===== src/rtl/k_fifo_pkg.sv =====
// Shared definitions for the FIFO write-side blocks: burst arbiter state
// encoding and a width helper for index/counter sizing.
package k_fifo_pkg;

  typedef enum logic {
    S_IDLE  = 1'b0,
    S_BURST = 1'b1
  } state_e;

  // Number of bits needed to index `value` items (0 for value <= 1).
  function automatic int clog2(input int value);
    int r;
    r = 0;
    for (int i = 0; i < 31; i++) begin
      if ((1 << i) < value) r = i + 1;
    end
    return r;
  endfunction

endpackage


===== src/rtl/k_rr_pick.sv =====
// Combinational round-robin picker: first requester strictly after `last_i`,
// wrapping modulo num_req, with `last_i` itself considered last.
module k_rr_pick
  import k_fifo_pkg::*;
#(
  parameter int num_req = 4,
  parameter int ID_W    = clog2(num_req)
) (
  input  logic [num_req-1:0] req_i,
  input  logic [ID_W-1:0]    last_i,
  output logic [num_req-1:0] pick_o,
  output logic [ID_W-1:0]    pick_id_o,
  output logic               any_o
);

  always_comb begin
    int j;
    j         = 0;
    pick_o    = '0;
    pick_id_o = '0;
    any_o     = 1'b0;
    // Walk from the farthest candidate to the nearest so the nearest wins.
    for (int k = num_req; k >= 1; k--) begin
      j = (int'(last_i) + k) % num_req;
      if (req_i[ID_W'(j)]) begin
        pick_o            = '0;
        pick_o[ID_W'(j)]  = 1'b1;
        pick_id_o         = ID_W'(j);
        any_o             = 1'b1;
      end
    end
  end

endmodule


===== src/rtl/k_wput_arb.sv =====
// Round-robin arbiter sharing the FIFO write port among num_req requesters,
// granting bounded bursts and never writing while the FIFO is full.
module k_wput_arb
  import k_fifo_pkg::*;
#(
  parameter int num_req   = 4,
  parameter int data_size = 8,
  parameter int max_burst = 4
) (
  input  logic                           wclk,
  input  logic                           wrst_n,
  input  logic [num_req-1:0]             req,
  input  logic [num_req*data_size-1:0]   req_data,
  output logic [num_req-1:0]             ack,
  input  logic                           wfull,
  output logic                           wput,
  output logic [data_size-1:0]           wdata,
  output logic [num_req-1:0]             gnt,
  output logic [clog2(num_req)-1:0]      gnt_id,
  output logic                           busy
);

  localparam int ID_W   = clog2(num_req);
  localparam int BCNT_W = clog2(max_burst) + 1;
  localparam logic [BCNT_W-1:0] LAST_BEAT = BCNT_W'(max_burst - 1);
  localparam logic [ID_W-1:0]   RST_ID    = ID_W'(num_req - 1);

  state_e              state_q, state_d;
  logic [num_req-1:0]  gnt_q, gnt_d;
  logic [ID_W-1:0]     gnt_id_q, gnt_id_d;
  logic [BCNT_W-1:0]   bcnt_q, bcnt_d;

  logic [num_req-1:0]  pick;
  logic [ID_W-1:0]     pick_id;
  logic                pick_any;
  logic                grantee_req;
  logic [data_size-1:0] slot [num_req];

  generate
    for (genvar gi = 0; gi < num_req; gi++) begin : g_slot
      assign slot[gi] = req_data[gi*data_size +: data_size];
    end
  endgenerate

  k_rr_pick #(
    .num_req (num_req),
    .ID_W    (ID_W)
  ) u_pick (
    .req_i     (req),
    .last_i    (gnt_id_q),
    .pick_o    (pick),
    .pick_id_o (pick_id),
    .any_o     (pick_any)
  );

  // gnt_q is zero outside BURST, so reset alone is enough to kill wput/ack.
  assign grantee_req = |(req & gnt_q);
  assign wput        = grantee_req & ~wfull & (state_q == S_BURST);
  assign ack         = wput ? gnt_q : '0;
  assign wdata       = slot[gnt_id_q];
  assign gnt         = gnt_q;
  assign gnt_id      = gnt_id_q;
  assign busy        = (state_q == S_BURST);

  always_comb begin
    state_d  = state_q;
    gnt_d    = gnt_q;
    gnt_id_d = gnt_id_q;
    bcnt_d   = bcnt_q;
    case (state_q)
      S_IDLE: begin
        if (pick_any) begin
          state_d  = S_BURST;
          gnt_d    = pick;
          gnt_id_d = pick_id;
          bcnt_d   = '0;
        end
      end
      S_BURST: begin
        if (wput) bcnt_d = bcnt_q + 1'b1;
        // A stalled burst (wfull) keeps its grant; only a final beat or a drop ends it.
        if ((wput && (bcnt_q == LAST_BEAT)) || !grantee_req) begin
          state_d = S_IDLE;
          gnt_d   = '0;
        end
      end
      default: begin
        state_d = S_IDLE;
        gnt_d   = '0;
      end
    endcase
  end

  always_ff @(posedge wclk or negedge wrst_n) begin
    if (!wrst_n) begin
      state_q  <= S_IDLE;
      gnt_q    <= '0;
      gnt_id_q <= RST_ID;
      bcnt_q   <= '0;
    end else begin
      state_q  <= state_d;
      gnt_q    <= gnt_d;
      gnt_id_q <= gnt_id_d;
      bcnt_q   <= bcnt_d;
    end
  end

endmodule


===== config.mk =====
export PLATFORM = sky130hd
export DESIGN_NAME = k_wput_arb
export DESIGN_NICKNAME = d
export VERILOG_FILES = /design/src/rtl/k_fifo_pkg.sv /design/src/rtl/k_rr_pick.sv /design/src/rtl/k_wput_arb.sv
export SDC_FILE = /design/constraint.sdc
export NUM_CORES = 1
export LEC_CHECK = 0
export BUFFER_PORTS_ARGS = -buffer_cell sky130_fd_sc_hd__buf_2
export CAP_MARGIN = 10
export CORE_MARGIN = 5
export CORE_UTILIZATION = 30
export CTS_CLUSTER_DIAMETER = 120
export CTS_CLUSTER_SIZE = 25
export DETAILED_ROUTE_END_ITERATION = 8
export REMOVE_ABC_BUFFERS = 1
export SYNTH_ARGS = -nofsm -noshare
export SYNTH_HDL_FRONTEND = slang
export SYNTH_HIERARCHICAL = 1
export SYNTH_SLANG_ARGS = --single-unit

===== constraint.sdc =====
create_clock -name wclk -period 3.6 [get_ports wclk]
set_input_delay 0.36 -clock wclk [delete_from_list [all_inputs] [get_ports wclk]]
set_output_delay 0.36 -clock wclk [all_outputs]
set_load 0.01 [all_outputs]

==> results.py <==
metrics = {
    "floorplan": {
        "coreArea_sq_um": 4320,
        "initial_utilization_pct": 30.8,
        "die_w_um": 76.7,
        "die_h_um": 76.7,
        "rows": 24,
        "pin_count": 59,
        "die-area_sq_um": 5880,
    },
    "drt": {
        "drt_iter0_markers": 95,
        "viasPerCell": 5.36,
        "drc_errors": 0,
        "wl_per_cell_um": 15.1,
        "antenna_left": 0,
        "via_count": 1271,
        "first_pass_iters": 4,
        "wl_um": 3590,
    },
    "cells_and_area": {
        "fin_nets": 235,
        "n_fill_cell": 439,
        "instances_no_fill": 237,
        "area_growth_pct": 28.8,
        "final_layout_size_suffix_gt1_share_pct": 50.3,
        "ff_latch_area_sq_um": 253,
        "multi_input_area_sq_um": 1000,
        "fin_area_sq_um": 1720,
        "n_antenna_cell": 0,
    },
    "power_and_ir_drop": {
        "p_sw_uw": 588,
        "seq_power_share_pct": 16.2,
        "leakage_uw": 0.000850,
        "powerDensity_nw_per_um2": 753,
        "clkPwrFrac_pct": 10.9,
        "pwr-share-comb_pct": 72.9,
        "p_int_uw": 706,
        "p_sw_share_pct": 45.5,
        "ir_drop_mv": 0.345,
    },
    "logic_synthesis": {
        "ys_top_cells_by_count": "a21oi_1 (12), ha_1 (10), mux2i_1 (10), mux4_2 (10)",
        "ys_ff_latch": 10,
        "async_flop_share_pct": 100,
        "seq_area_frac_synth_pct": 18.9,
        "yosysUniqueCellTypes": 37,
        "synth_flop_cell": "dfrtp_1",
        "synthTopCellsByArea": "mux4_2 (17%), dfrtp_1 (15%), ha_1 (9.4%), mux2i_1 (7.5%), mux2_2 (6.8%)",
        "yosysTopAreaCell": "mux4_2",
        "netlist_instances": 130,
        "yosysMostFrequentCell": "a21oi_1",
        "avgSynthCellArea_sq_um": 10.3,
        "synth_edf_count": 0,
        "yosysTopAreaCellShare_pct": 16.9,
        "synth-warning-count": 6,
        "netlist_area_sq_um": 1330,
    },
    "clock_tree": {
        "clk_pin_slew_ns": 0.05,
        "ctsResizeCount": 0,
        "clockRootBuffer": "clkbuf_8",
        "cts_sinks": 10,
        "htree_levels": 1,
        "clk_latency_ns": 0.23,
        "cts_tree": "built",
        "clk_path_buf_depth": 2,
        "cts_made_buffers": 3,
    },
    "placement": {
        "portBuffers": 58,
        "dpl_cell_area_sq_um": 1650,
        "dp_slack_ns": 1.05,
        "dpl.cell_count": 232,
        "gp_congestion": 0.746,
        "hpwl_um": 2720,
    },
    "critical_path": {
        "path_cells": "inv_1 > ha_1 > mux4_1 > a21oi_1 > a21oi_1 > a21oi_1 > mux2i_1 > o22ai_1",
        "worstSetupPathType": "reg -> reg",
        "crit_fanout": 7,
        "cpPeakStageDelay_ns": 0.73,
        "r2r_setup_slack_ns": 1.02,
        "cp.arrival_ns": 2.74,
        "cpMostUsedCell": "a21oi_1",
        "slowest_stage": "mux4_1",
        "crit_path_start_kind": "flip-flop",
        "required_ns": 3.76,
        "end_kind": "flip-flop",
    },
    "global_route": {
        "grt_pass1_wl_um": 5990,
        "grt_max_degree": 25,
        "first_global_vias": 1291,
        "grt_use_total_pct": 11.7,
        "antenna_found_initial": 0,
        "grt_overflow_total": 0,
    },
    "status": {
        "status": "finished clean",
    },
    "sta": {
        "slew_violations": 0,
        "fin_ws_ns": 1.02,
        "grt_setup_unrepaired": "no",
        "worst_hold_slack_ns": 0.417,
        "tightestPinTransition_ns": 0.529,
        "period_share_pct": 71.7,
        "slew_headroom_pct": 63.7,
        "finalCriticalPeriod_ns": 2.58,
        "hold_viol": 0,
        "skew_ns": 0.00143,
        "tns_ns": 0,
        "fmax_mhz": 387,
        "setup_viol": 0,
    },
    "min_path": {
        "hold_class": "in -> reg",
    },
    "flow_run": {
        "drv_cap": 0,
    },
}
flip-flops by register name (all words and copies together) (netlist names):
name / flops
gnt_id: 2
busy: 1
gnt: 4
bcnt_q: 3
placed cells by master (no fill, tap or decap), types with 4 or more instances in the layout:
cell and n:
buf_2 58, mux2_2 8, and2_2 4, dfrtp_1 8, nand2_1 5, mux2i_1 10, a21oi_1 12, mux4_2 10
ha_1 10, o22ai_1 5, o21ai_0 4, nor2b_1 4, inv_1 8, nand3_1 5, clkbuf_8 4
timing repair:
action | CTS | global route
buffers inserted | 0 | 0
hold buffers | 1 | 0
hold endpoints to repair | 8 | 0
critical path: cells and delay by family, from the launching register on:
kind / cells / cell delay [ns]
muxes: 2 / 0.83
AOI/OAI and AO/OA: 4 / 0.56
DFF: 1 / 0.52
adders and majority gates: 1 / 0.47
buffers and inverters: 1 / 0.12
cells by family (layout without fill, tap and decap cells):
| family | Yosys count | count (layout) | share of synthesized area (%) |
|---|---|---|---|
| compound gates | 33 | 33 | 18.3 |
| mux | 30 | 30 | 34.2 |
| simple gates | 29 | 29 | 13.0 |
| buf+inv | 18 | 73 | 6.10 |
| fa+ha+maj | 10 | 10 | 9.38 |
| flops | 10 | 10 | 18.9 |
layout make-up:
| cell class | instances | area share [%] |
|---|---|---|
| clock buffers | 4 | 3.20 |
| inverters | 8 | 1.75 |
| flip-flops and latches | 10 | 14.7 |
| repair buffers | 61 | 18.4 |
| multi-input cells | 102 | 58.2 |
| well taps | 52 | 3.79 |
power by group through the flow:
stage | logic [uW] | clock network, uW | registers, uW
detailed placement | 940 | 0 | 211
finish | 943 | 141 | 210
floorplan | 602 | 0 | 289
global placement | 932 | 0 | 211
CTS | 943 | 144 | 209
global route | 1030 | 149 | 221
path summary, 6_finish.rpt:
check | from | endpoint | depth (start not counted)
setup / recovery | gnt_id[0] | gnt[3] | 8
hold / removal | wfull | bcnt_q[0] | 3
setup reg to reg | gnt_id[0] | gnt[3] | 8
hold reg to reg | bcnt_q[2] | bcnt_q[2] | 2
max in group asynchronous | wrst_n | gnt_id[1] | 2
min in group asynchronous | wrst_n | gnt[1] | 2
per-layer routing:
layer,vias up,global-route usage (%),share of wire [%]
met4,0,2.80,0.45
met2,73,18.6,43
met3,4,3.75,10
met1,587,15.5,46
met5,-,0,0
li1,607,-,-
through the flow:
step / utilization (%) / total power, uW
2_1_floorplan: - / 891
3_3_place_gp: 38.2 / 1140
3_5_place_dp: 38.2 / 1150
4_1_cts: 39.7 / 1300
5_1_grt: 39.7 / 1400
6_report: 39.7 / 1290
No activity file was read; power rests on OpenSTA's default activity.
